**config.mk**
```make
export PLATFORM = sky130hd
export DESIGN_NAME = rf_write_arbiter
export DESIGN_NICKNAME = d
export VERILOG_FILES = /design/src/rtl/rf_ctrl_pkg.sv /design/src/rtl/rr_arbiter2.sv /design/src/rtl/rf_write_arbiter.sv
export SDC_FILE = /design/constraint.sdc
export NUM_CORES = 1
export LEC_CHECK = 0
export ABC_CLOCK_PERIOD_IN_PS = 4200
export BUFFER_PORTS_ARGS = -buffer_cell sky130_fd_sc_hd__buf_2
export CORE_MARGIN = 3
export CORE_UTILIZATION = 54
export DETAILED_ROUTE_END_ITERATION = 7
export PLACE_DENSITY = 0.86
export SETUP_SLACK_MARGIN = 0.02
export SYNTH_ARGS = -nofsm -noshare
export SYNTH_HDL_FRONTEND = slang
export SYNTH_SLANG_ARGS = --single-unit
```
**constraint.sdc**
```tcl
create_clock -name clk -period 4.2 [get_ports clk]
set_input_delay 0.42 -clock clk [delete_from_list [all_inputs] [get_ports clk]]
set_output_delay 0.42 -clock clk [all_outputs]
set_load 0.005 [all_outputs]
```
**src/rtl/rf_ctrl_pkg.sv**
```systemverilog
// Shared constants and types for the register-file write-back path.
// Holds address/data widths, counter width and requester ids.
package rf_ctrl_pkg;

    localparam int REG_ADDR_W = 5;
    localparam int REG_DATA_W = 32;
    localparam int RF_ADDR_W  = 32;
    localparam int NUM_REGS   = 32;
    localparam int CNT_W      = 16;

    typedef enum logic {
        REQ_ALU = 1'b0,
        REQ_MEM = 1'b1
    } req_id_t;

    function automatic logic [RF_ADDR_W-1:0] zext_addr(
        input logic [REG_ADDR_W-1:0] a
    );
        return {{(RF_ADDR_W-REG_ADDR_W){1'b0}}, a};
    endfunction

endpackage

```
**src/rtl/rr_arbiter2.sv**
```systemverilog
// Two-way round-robin arbiter: on a tie the requester that did not win last.
// Ports: valid0/valid1 requests, last_grant pointer, grant0/grant1 one-hot.
import rf_ctrl_pkg::*;

module rr_arbiter2 (
    input  logic    valid0,
    input  logic    valid1,
    input  req_id_t last_grant,
    output logic    grant0,
    output logic    grant1
);

    always_comb begin
        grant0 = valid0 & (~valid1 | (last_grant == REQ_MEM));
        grant1 = valid1 & (~valid0 | (last_grant == REQ_ALU));
    end

endmodule

```
**src/rtl/rf_write_arbiter.sv**
```systemverilog
// Register-file write-back arbiter with pending-write scoreboard.
// Ports: ALU/MEM write handshakes, registered RF write port, issue/query
// scoreboard interface, saturating contention counter.
import rf_ctrl_pkg::*;

module rf_write_arbiter (
    input  logic                  clk,
    input  logic                  rst,
    input  logic                  req0_valid,
    output logic                  req0_ready,
    input  logic [REG_ADDR_W-1:0] req0_addr,
    input  logic [REG_DATA_W-1:0] req0_data,
    input  logic                  req1_valid,
    output logic                  req1_ready,
    input  logic [REG_ADDR_W-1:0] req1_addr,
    input  logic [REG_DATA_W-1:0] req1_data,
    output logic                  writeEnable,
    output logic [RF_ADDR_W-1:0]  addressWrite,
    output logic [REG_DATA_W-1:0] dataWrite,
    input  logic                  issue_valid,
    input  logic [REG_ADDR_W-1:0] issue_addr,
    input  logic [REG_ADDR_W-1:0] query_a_addr,
    input  logic [REG_ADDR_W-1:0] query_b_addr,
    output logic                  busy_a,
    output logic                  busy_b,
    output logic [CNT_W-1:0]      contention_cnt
);

    req_id_t               last_grant;
    logic                  gnt0;
    logic                  gnt1;
    logic                  xfer;
    logic [REG_ADDR_W-1:0] xfer_addr;
    logic [REG_DATA_W-1:0] xfer_data;
    logic [NUM_REGS-1:0]   pending;
    logic [NUM_REGS-1:0]   pending_next;

    rr_arbiter2 u_arb (
        .valid0     (req0_valid),
        .valid1     (req1_valid),
        .last_grant (last_grant),
        .grant0     (gnt0),
        .grant1     (gnt1)
    );

    // Ready is suppressed combinationally while reset is held.
    assign req0_ready = gnt0 & rst;
    assign req1_ready = gnt1 & rst;

    // A grant implies valid, so ready alone marks a transfer.
    assign xfer      = req0_ready | req1_ready;
    assign xfer_addr = req1_ready ? req1_addr : req0_addr;
    assign xfer_data = req1_ready ? req1_data : req0_data;

    // Clear on write-back first, then set on issue so a same-cycle
    // issue to the same register keeps it pending.
    always_comb begin
        pending_next = pending;
        if (xfer && (xfer_addr != '0))
            pending_next[xfer_addr] = 1'b0;
        if (issue_valid && (issue_addr != '0))
            pending_next[issue_addr] = 1'b1;
        pending_next[0] = 1'b0;
    end

    always_ff @(posedge clk or negedge rst) begin
        if (!rst) begin
            writeEnable    <= 1'b0;
            addressWrite   <= '0;
            dataWrite      <= '0;
            last_grant     <= REQ_MEM;
            pending        <= '0;
            contention_cnt <= '0;
        end else begin
            writeEnable <= xfer && (xfer_addr != '0);
            if (xfer) begin
                addressWrite <= zext_addr(xfer_addr);
                dataWrite    <= xfer_data;
                last_grant   <= req1_ready ? REQ_MEM : REQ_ALU;
            end
            pending <= pending_next;
            if (req0_valid && req1_valid && (contention_cnt != '1))
                contention_cnt <= contention_cnt + 1'b1;
        end
    end

    assign busy_a = pending[query_a_addr];
    assign busy_b = pending[query_b_addr];

endmodule

```
# [After elaboration in Yosys (flattened, before gate mapping)]
# Cells that the tools add are included.
[word_totals] register_bits=86 input_bits=94 output_inout_bits=85 word_cells=48
[classes] add_sub_neg=1 order_cmp=6 eq_ne=1 muxes=13 bitwise=13 n_reduce_logical=8
[op_table] op="$mux 32" count=3
[op_table] op="$and 32x32->32" count=1
[op_table] op="$not 32->32" count=1
[op_table] op="$or 32x32->32" count=1
[op_table] op="$lt 5x6->1 const B" count=4
[op_table] op="$add 16x1->16 const B" count=1
[op_table] op="$ne 16x16->1 const B" count=1
[op_table] op="$bmux 1 s5" count=2
[op_table] op="$demux 1 s5" count=2
[op_table] op="$ge 5x1->1 const B" count=2
[op_table] op="$reduce_bool 5->1" count=2
[op_table] op="$logic_and 1x1->1" count=6
[op_table] op="$mux 1" count=5
[op_table] op="$mux 5" count=1
[op_table] op="$and 1x1->1" count=4
[op_table] op="$not 1->1" count=3
[op_table] op="$or 1x1->1" count=3

# [Depth between registers and ports, before layout]
# Gate-level depths: netlist (run 1).
[logic_depth] word_depth=14 depth_mapped=8 ltp_nobuf=6

# [Modules after synthesis]
# Synthesis (run 1) repeated with hierarchy kept, for this count alone.
[unflattened] hier_cells=493 area_unflattened_um2=4974.8
[modules_own_cells] module="rf_write_arbiter" n_inst=1 cells_each=490 area_each_um2=4956.0 seq_area_each_um2=2153.3
[modules_own_cells] module="rr_arbiter2" n_inst=1 cells_each=3 area_each_um2=18.8 seq_area_each_um2=0.0

# [Least setup slack after synthesis (run 1)]
# No wires, ideal clock.
[synth_path] path_kind="input-to-output" from="input query_a_addr[0]" to="output busy_a" arrival_time_ns=1.637 t_required_ns=3.780 slack_ns=2.143 stages=5 path_buffers=1 cell_sequence="buf_2 mux4_2 mux2i_1 nor3b_1 or3_1"
[synth_via] elab_chain_cells=2
[synth_lines] item="start, declared" line_no="rf_write_arbiter.sv:22" text="input logic [REG_ADDR_W-1:0] query_a_addr,"
[synth_lines] item="$bmux 1 s5" line_no="rf_write_arbiter.sv:87" text="assign busy_a = pending[query_a_addr];"
[synth_lines] item="$mux 1 (implied by the code)" line_no="rf_write_arbiter.sv:87"
[synth_lines] item="end, declared" line_no="rf_write_arbiter.sv:24" text="output logic busy_a,"
# No other way between the ends. The select of a mux whose other input is x is not followed.

# [Worst setup path in the final report (run 1)]
[layout_path] from="register pending[16]" to="output busy_b"
[layout_via] elab_chain_cells=2
[layout_lines] item="start, declared" line_no="rf_write_arbiter.sv:35" text="logic [NUM_REGS-1:0] pending;"
[layout_lines] item="start signal, assigned" line_no="rf_write_arbiter.sv:81" text="pending <= pending_next;"
[layout_lines] item="$bmux 1 s5" line_no="rf_write_arbiter.sv:88" text="assign busy_b = pending[query_b_addr];"
[layout_lines] item="$mux 1 (implied by the code)" line_no="rf_write_arbiter.sv:88"
[layout_lines] item="end, declared" line_no="rf_write_arbiter.sv:25" text="output logic busy_b,"
# No other way between the ends. The select of a mux whose other input is x is not followed.

==> impl_metrics.tcl, run 1 <==
set metrics [dict create \
    outcome "finished, final reports clean" \
    starting_density_of_the_core 0.561 \
    max-vdd-ir-drop_mv 0.406 \
    postCtsResizedCells 0 \
    totalPowerFinal_w 0.00245 \
    antenna_found_initial 0 \
    max_stage_delay_ns 0.47 \
    finClkSkew_ns 0.00743 \
    overflow 0 \
    count_of_cell_instances_traversed_by_the_critical_path 5 \
    worst_path_max_delay_cell "sky130_fd_sc_hd__mux4_2" \
    hp-class "in -> async" \
    syn_area_per_cell_um2 9.13 \
    initial_drc_count 421 \
    end_kind "primary output" \
    timing.final.max_slew_violations 0 \
    fp-row-count 34 \
    drt_via_density 5.88 \
    setup_viol 0 \
    p_leak_nw 2.72 \
    die_width_um 102 \
    ff2ff_path_depth 6 \
    rr_endpoint "pending[8]" \
    floorplan.io_pins 179 \
    r2r-start "last_grant" \
    worstSkewPairLatency_ns 0.37 \
    gp_congestion 0.969 \
    tritoncts.num_buffers 9 \
    power-per-cell-area_nw_per_um2 419 \
    drc 0 \
    switchingPower_w 0.000785 \
    fmax_mhz 418 \
    postCtsSetupRepairBufs 0 \
    fraction_of_layout_instances_using_a_drive_strength_above_1 0.295 \
    clkSlewWorstSetupHoldPaths_ns 0.09 \
    floorplan.die_area_um2 10300 \
    power_frac_seq 0.467 \
    grt_setup_unrepaired "false" \
    critical_path.endpoint "busy_b" \
    combined_flip_flop_and_latch_cell_area_um2 2150 \
    p_int_w 0.00167 \
    post_synth_inst_count 541 \
    cts.hold.buffers_added 0 \
    routed_wire_length_per_instance_um 17.2 \
    syn_area_um2 4940 \
    drt_wl_total_mm 13.5 \
    p_clk_frac 0.296 \
    period_minus_slack_ns 2.39 \
    setup.reg_to_reg.worst_slack_ns 2.00 \
    detailedPlacementHpwl_mm 9.88 \
    synth_cell_type_count 60 \
    p_comb_frac 0.237 \
    synth_warnings 0 \
    synth.ff_latch_count 86 \
    cp.arrival_ns 1.97 \
    drt_first_pass_iters 5 \
    tightestPinTransition_ns 0.822 \
    die_height_um 102 \
    timing.critical_path.max_delay_family "multiplexers" \
    ant_nets 0 \
    cts_htree_levels 3 \
    clock-sinks 86 \
    crit_path_cell_trace "mux4_2, mux2i_1, nor3b_1, or3_1, buf_2" \
    core-area_um2 8810 \
    fillers 691 \
    routed-via-count 4627 \
    root_buffer "sky130_fd_sc_hd__clkbuf_8" \
    grt_util_all_layers 0.259 \
    p_sw_frac 0.320 \
    synth-edff-count 0 \
    async_reset_ff_frac 1.00 \
    fin_nets 768 \
    first_global_vias 4291 \
    wire_length_of_the_first_global_routing_pass_mm 21.2 \
    cts_tree "done" \
    setup_tns_ns 0 \
    yosys_most_used_dff "sky130_fd_sc_hd__dfrtp_1" \
    synth_sequential_area_ratio 0.436 \
    worst_slew_margin_rel 0.448 \
    worst-setup-path-type "reg -> out" \
    hold_viol_final 0 \
    numPortBuffers 151 \
    cap_viol_max_count 0 \
    pin_count_of_the_biggest_net_entering_global_routing 66 \
    multi_input_area_um2 2500 \
    worst_setup_path_startpoint "pending[16]" \
    area_growth_syn_to_layout_pct 18.5 \
    final_min_period_over_clock_period 0.569 \
    worst_ep_required_time_ns 3.78 \
    timing.critical_path.from_type "flip-flop" \
    clockBufferDepth 2 \
    worst-path-buf-inv 1 \
    worstPathMaxFanout 3 \
]
[flip-flops by register name (all words and copies together), names as in the netlist]
name / cells
contention_cnt: 16
addressWrite: 5
pending: 31
dataWrite: 32
writeEnable: 1
last_grant: 1
[routing by layer]
layer,part of all wire,routed length (um),GRT usage
met1,0.40,5360,0.349
met2,0.49,6660,0.411
met3,0.089,1200,0.0709
met4,0.021,288,0.0808
met5,0,0,0
[how the worst min path moves through the flow]
stage / start / to / slack (ns) / depth (start not counted)
detailed placement: rst / addressWrite[1] / 0.44 / 1
CTS: rst / pending[17] / 0.04 / 1
global placement: rst / addressWrite[1] / 0.43 / 1
global route: rst / pending[17] / 0.06 / 1
finish: rst / pending[5] / 0.04 / 1
floorplan: rst / addressWrite[0] / 0.12 / 0
[metrics by stage]
| step | util | worst slack (ns) | instances | hold slack (ns) | instance area (um2) |
|---|---|---|---|---|---|
| floorplan | - | 2.14 | 567 | 0.124 | 5030 |
| global placement | 0.636 | 1.93 | 770 | 0.427 | 5600 |
| detailed placement | 0.636 | 1.83 | 770 | 0.437 | 5600 |
| CTS | 0.664 | 1.80 | 786 | 0.0402 | 5850 |
| global route | 0.664 | 1.62 | 786 | 0.0615 | 5850 |
| finish | 0.665 | 1.81 | 787 | 0.0383 | 5850 |
[logic make-up (layout without fill, tap and decap cells)]
group / count (synthesis) / after routing / synth area share
other: 1 / 28 / 0.000760
AO/OA/AOI/OAI: 143 / 143 / 0.184
multiplexers: 33 / 33 / 0.0836
buffers and inverters: 66 / 177 / 0.0773
XOR/XNOR: 11 / 11 / 0.0195
flip-flops: 86 / 86 / 0.436
adder cells (fa/ha/maj): 1 / 1 / 0.00253
AND/OR/NAND/NOR: 200 / 200 / 0.196
[cell usage in the layout (no fill, tap or decap), drive strengths merged, types with 13 or more instances in the layout]
cell | netlist | layout
a21oi | 13 | 13
a31oi | 34 | 34
buf | 44 | 154
conb | 1 | 27
dfrtp | 85 | 85
mux2i | 24 | 24
nand2 | 85 | 85
nand3 | 16 | 16
nor2 | 47 | 47
o21ai | 65 | 65
[power by group through the flow]
stage               clock (W)  combinational [W]  sequential [W]
floorplan                   0           0.000372         0.00111
global placement            0           0.000555         0.00114
global route         0.000767           0.000651         0.00116
detailed placement          0           0.000575         0.00115
finish               0.000727           0.000581         0.00114
CTS                  0.000735           0.000580         0.00114
[cell type report]
class                           instances  share of cell area
Multi-Input combinational cell        415               0.428
Sequential cell                        86               0.368
Timing Repair Buffer                  154               0.133
Tap cell                              108              0.0231
Clock inverter                          7              0.0214
Clock buffer                            9              0.0212
Inverter                                7             0.00449
Antenna cell                            1            0.000428
[synth_stat cells (2+ instances only)]
cell type	count	area share
sky130_fd_sc_hd__a2111oi_0	4	0.0071
sky130_fd_sc_hd__a211oi_1	2	0.0030
sky130_fd_sc_hd__a21oi_1	13	0.013
sky130_fd_sc_hd__a22oi_1	4	0.0061
sky130_fd_sc_hd__a31oi_1	33	0.042
sky130_fd_sc_hd__a41oi_2	2	0.0066
sky130_fd_sc_hd__and3_1	3	0.0038
sky130_fd_sc_hd__buf_1	3	0.0023
sky130_fd_sc_hd__buf_2	8	0.0081
sky130_fd_sc_hd__buf_4	33	0.050
sky130_fd_sc_hd__clkbuf_1	15	0.011
sky130_fd_sc_hd__dfrtp_1	85	0.43
sky130_fd_sc_hd__inv_1	5	0.0038
sky130_fd_sc_hd__inv_2	2	0.0015
sky130_fd_sc_hd__mux2_1	3	0.0068
sky130_fd_sc_hd__mux2i_1	23	0.047
sky130_fd_sc_hd__mux4_2	6	0.027
sky130_fd_sc_hd__nand2_1	83	0.063
sky130_fd_sc_hd__nand2_2	2	0.0025
sky130_fd_sc_hd__nand2b_1	5	0.0063
sky130_fd_sc_hd__nand3_1	15	0.015
sky130_fd_sc_hd__nand3b_1	7	0.011
sky130_fd_sc_hd__nand4_1	6	0.0076
sky130_fd_sc_hd__nor2_1	46	0.035
sky130_fd_sc_hd__nor2b_1	7	0.0089
sky130_fd_sc_hd__nor3_1	9	0.0091
sky130_fd_sc_hd__nor3b_1	4	0.0061
sky130_fd_sc_hd__o211ai_1	2	0.0030
sky130_fd_sc_hd__o21ai_0	25	0.025
sky130_fd_sc_hd__o21ai_1	38	0.039
sky130_fd_sc_hd__o21ai_2	2	0.0035
sky130_fd_sc_hd__o31ai_1	4	0.0061
sky130_fd_sc_hd__o41ai_1	3	0.0053
sky130_fd_sc_hd__or3_1	2	0.0025
sky130_fd_sc_hd__or3b_2	3	0.0053
sky130_fd_sc_hd__xnor2_1	9	0.016
sky130_fd_sc_hd__xor2_1	2	0.0035
Note: power is estimated with default switching activity, not from simulation.
==> run 2, diff against run 1 <==
- ABC_CLOCK_PERIOD_IN_PS: 4200 -> 2000
- CORE_UTILIZATION: 54 -> 45
- PLACE_DENSITY: 0.86 -> 0.77
- clock period: 4.2 -> 2 ns (I/O delays scaled with it)
==> impl_metrics.tcl, run 2 (same netlist as run 1, synthesis figures left out) <==
set metrics [dict create \
    routed_wire_length_per_instance_um 16.0 \
    timing.critical_path.max_delay_family "multiplexers" \
    die_height_um 111 \
    finClkSkew_ns 0.0145 \
    end_kind "primary output" \
    wire_length_of_the_first_global_routing_pass_mm 20.7 \
    timing.final.max_slew_violations 0 \
    worst-path-buf-inv 1 \
    worst_slew_margin_rel 0.447 \
    setup_viol 2 \
    drt_first_pass_iters 5 \
    fraction_of_layout_instances_using_a_drive_strength_above_1 0.305 \
    power-per-cell-area_nw_per_um2 814 \
    overflow 0 \
    top_layer "met4" \
    worstPathMaxFanout 3 \
    fin_nets 779 \
    cts_htree_levels 3 \
    violated_checks "negative setup slack" \
    cp.arrival_ns 1.97 \
    area_growth_syn_to_layout_pct 20.1 \
    final_min_period_over_clock_period 1.09 \
    clkSlewWorstSetupHoldPaths_ns 0.10 \
    hold_viol_final 0 \
    detailedPlacementHpwl_mm 9.93 \
    layout.cells.non_filler 825 \
    gp_congestion 0.902 \
    starting_density_of_the_core 0.470 \
    mostFrequentLayoutCell "sky130_fd_sc_hd__buf_2" \
    placement.setup.worst_slack_ns 0.135 \
    met2_length_mm 6.54 \
    outcome "complete, but fails checks" \
    core-area_um2 10500 \
    worst_ep_required_time_ns 1.80 \
    antenna-diode-count 0 \
    worst-setup-path-type "reg -> out" \
    floorplan.io_pins 179 \
    biggestRegsByFlops "dataWrite (32), pending (31), contention_cnt (16)" \
    tightestPinTransition_ns 0.830 \
    cap_viol_max_count 0 \
    first_global_vias 4185 \
    crit_path_cell_trace "mux4_2, mux2i_1, nor3_1, or3_1, buf_2" \
    cts_tree "done" \
    hp-class "in -> reg" \
    placed_cells_incl_taps 804 \
    fmax_mhz 461 \
    antenna_found_initial 0 \
    totalPowerFinal_w 0.00483 \
    worstSkewPairLatency_ns 0.37 \
    clock-sinks 86 \
    numPortBuffers 151 \
    root_buffer "sky130_fd_sc_hd__clkbuf_8" \
    ant_nets 0 \
    p_leak_nw 2.74 \
    setup_tns_ns -0.336 \
    timing.critical_path.from_type "flip-flop" \
    period_minus_slack_ns 2.17 \
    initial_drc_count 436 \
    largest_reg_flops 32 \
    max_stage_delay_ns 0.47 \
    drc 0 \
    floorplan.die_area_um2 12300 \
    worst_path_max_delay_cell "sky130_fd_sc_hd__mux4_2" \
    route.layer.met1.wl_mm 5.38 \
    clockBufferDepth 2 \
    fp-row-count 37 \
    layout_common_cells "sky130_fd_sc_hd__buf_2, sky130_fd_sc_hd__dfrtp_1, sky130_fd_sc_hd__nand2_1" \
    drt_wl_total_mm 13.2 \
    tritoncts.num_buffers 9 \
    routed-via-count 4563 \
    registers.top_by_ff_count "dataWrite" \
    worst_slack_ns -0.170 \
    wl_met3_mm 1.01 \
    grt_setup_unrepaired "true" \
    grt_util_all_layers 0.204 \
    die_width_um 111 \
    pin_count_of_the_biggest_net_entering_global_routing 68 \
    max-vdd-ir-drop_mv 0.447 \
    drt_via_density 5.53 \
]
[run 2: changes by cell type in the layout (fill, tap and decap cells not counted), moves of 2 or more]
cell,before,now
sky130_fd_sc_hd__buf_4,4,13
sky130_fd_sc_hd__bufinv_16,3,0
sky130_fd_sc_hd__clkbuf_8,9,11
sky130_fd_sc_hd__clkinv_4,0,2
sky130_fd_sc_hd__clkinvlp_4,0,2
sky130_fd_sc_hd__inv_6,4,1
[run 2: worst reg2reg max path: stages, from the launching register on]
cell,delay [ns]
sky130_fd_sc_hd__dfrtp_1,0.42
sky130_fd_sc_hd__ha_1,0.20
sky130_fd_sc_hd__nand3_2,0.15
sky130_fd_sc_hd__nor4_4,0.42
sky130_fd_sc_hd__a31oi_4,0.20
sky130_fd_sc_hd__mux2_1,0.34
[run 2: layer usage]
metal | global-route usage | up-vias
li1 | - | 2172
met1 | 0.257 | 2178
met2 | 0.346 | 192
met3 | 0.0464 | 21
met4 | 0.0690 | 0
met5 | 0 | -
[run 2: final cells by class]
cell class | instances | area [um2]
Multi-Input combinational cell | 415 | 2520
Clock inverter | 5 | 41.3
Clock buffer | 11 | 151
Sequential cell | 86 | 2150
Tap cell | 136 | 170
Timing Repair Buffer | 165 | 870
Inverter | 7 | 26.3
Fill cell | 914 | 4580
[run 2: path summary, 6_finish.rpt]
kind / slack [ns] / start / depth (start not counted) / end
max: -0.17 / pending[7] / 5 / busy_a
min: 0.07 / req0_data[21] / 3 / dataWrite[21]
max reg2reg: 0.16 / contention_cnt[0] / 5 / contention_cnt[1]
min reg2reg: 0.49 / addressWrite[2] / 2 / addressWrite[2]
max in group asynchronous: 0.62 / rst / 3 / pending[30]
min in group asynchronous: 0.32 / rst / 2 / contention_cnt[12]
[run 2: where the power goes]
group	total, W	switching (W)	internal [W]
clock network	0.00119	0.000665	0.000528
logic	0.00126	0.000651	0.000610
registers	0.00237	0.000295	0.00208
[run 2: what timing repair did]
action                     CTS  global route
setup buffers                3             1
setup endpoints to repair    3             7
hold buffers                 1             0
pin swaps                    4             1
hold endpoints to repair    14             0
gates resized for setup      1             3
[run 2: per-stage QoR]
step                      area, um2  hold slack, ns   util
after floorplan                5030         -0.0956      -
after global routing           5930          0.0630  0.564
after detailed placement       5680          0.0821  0.541
after CTS                      5910          0.0537  0.562
after global placement         5680          0.0776  0.541
final                          5930          0.0679  0.564
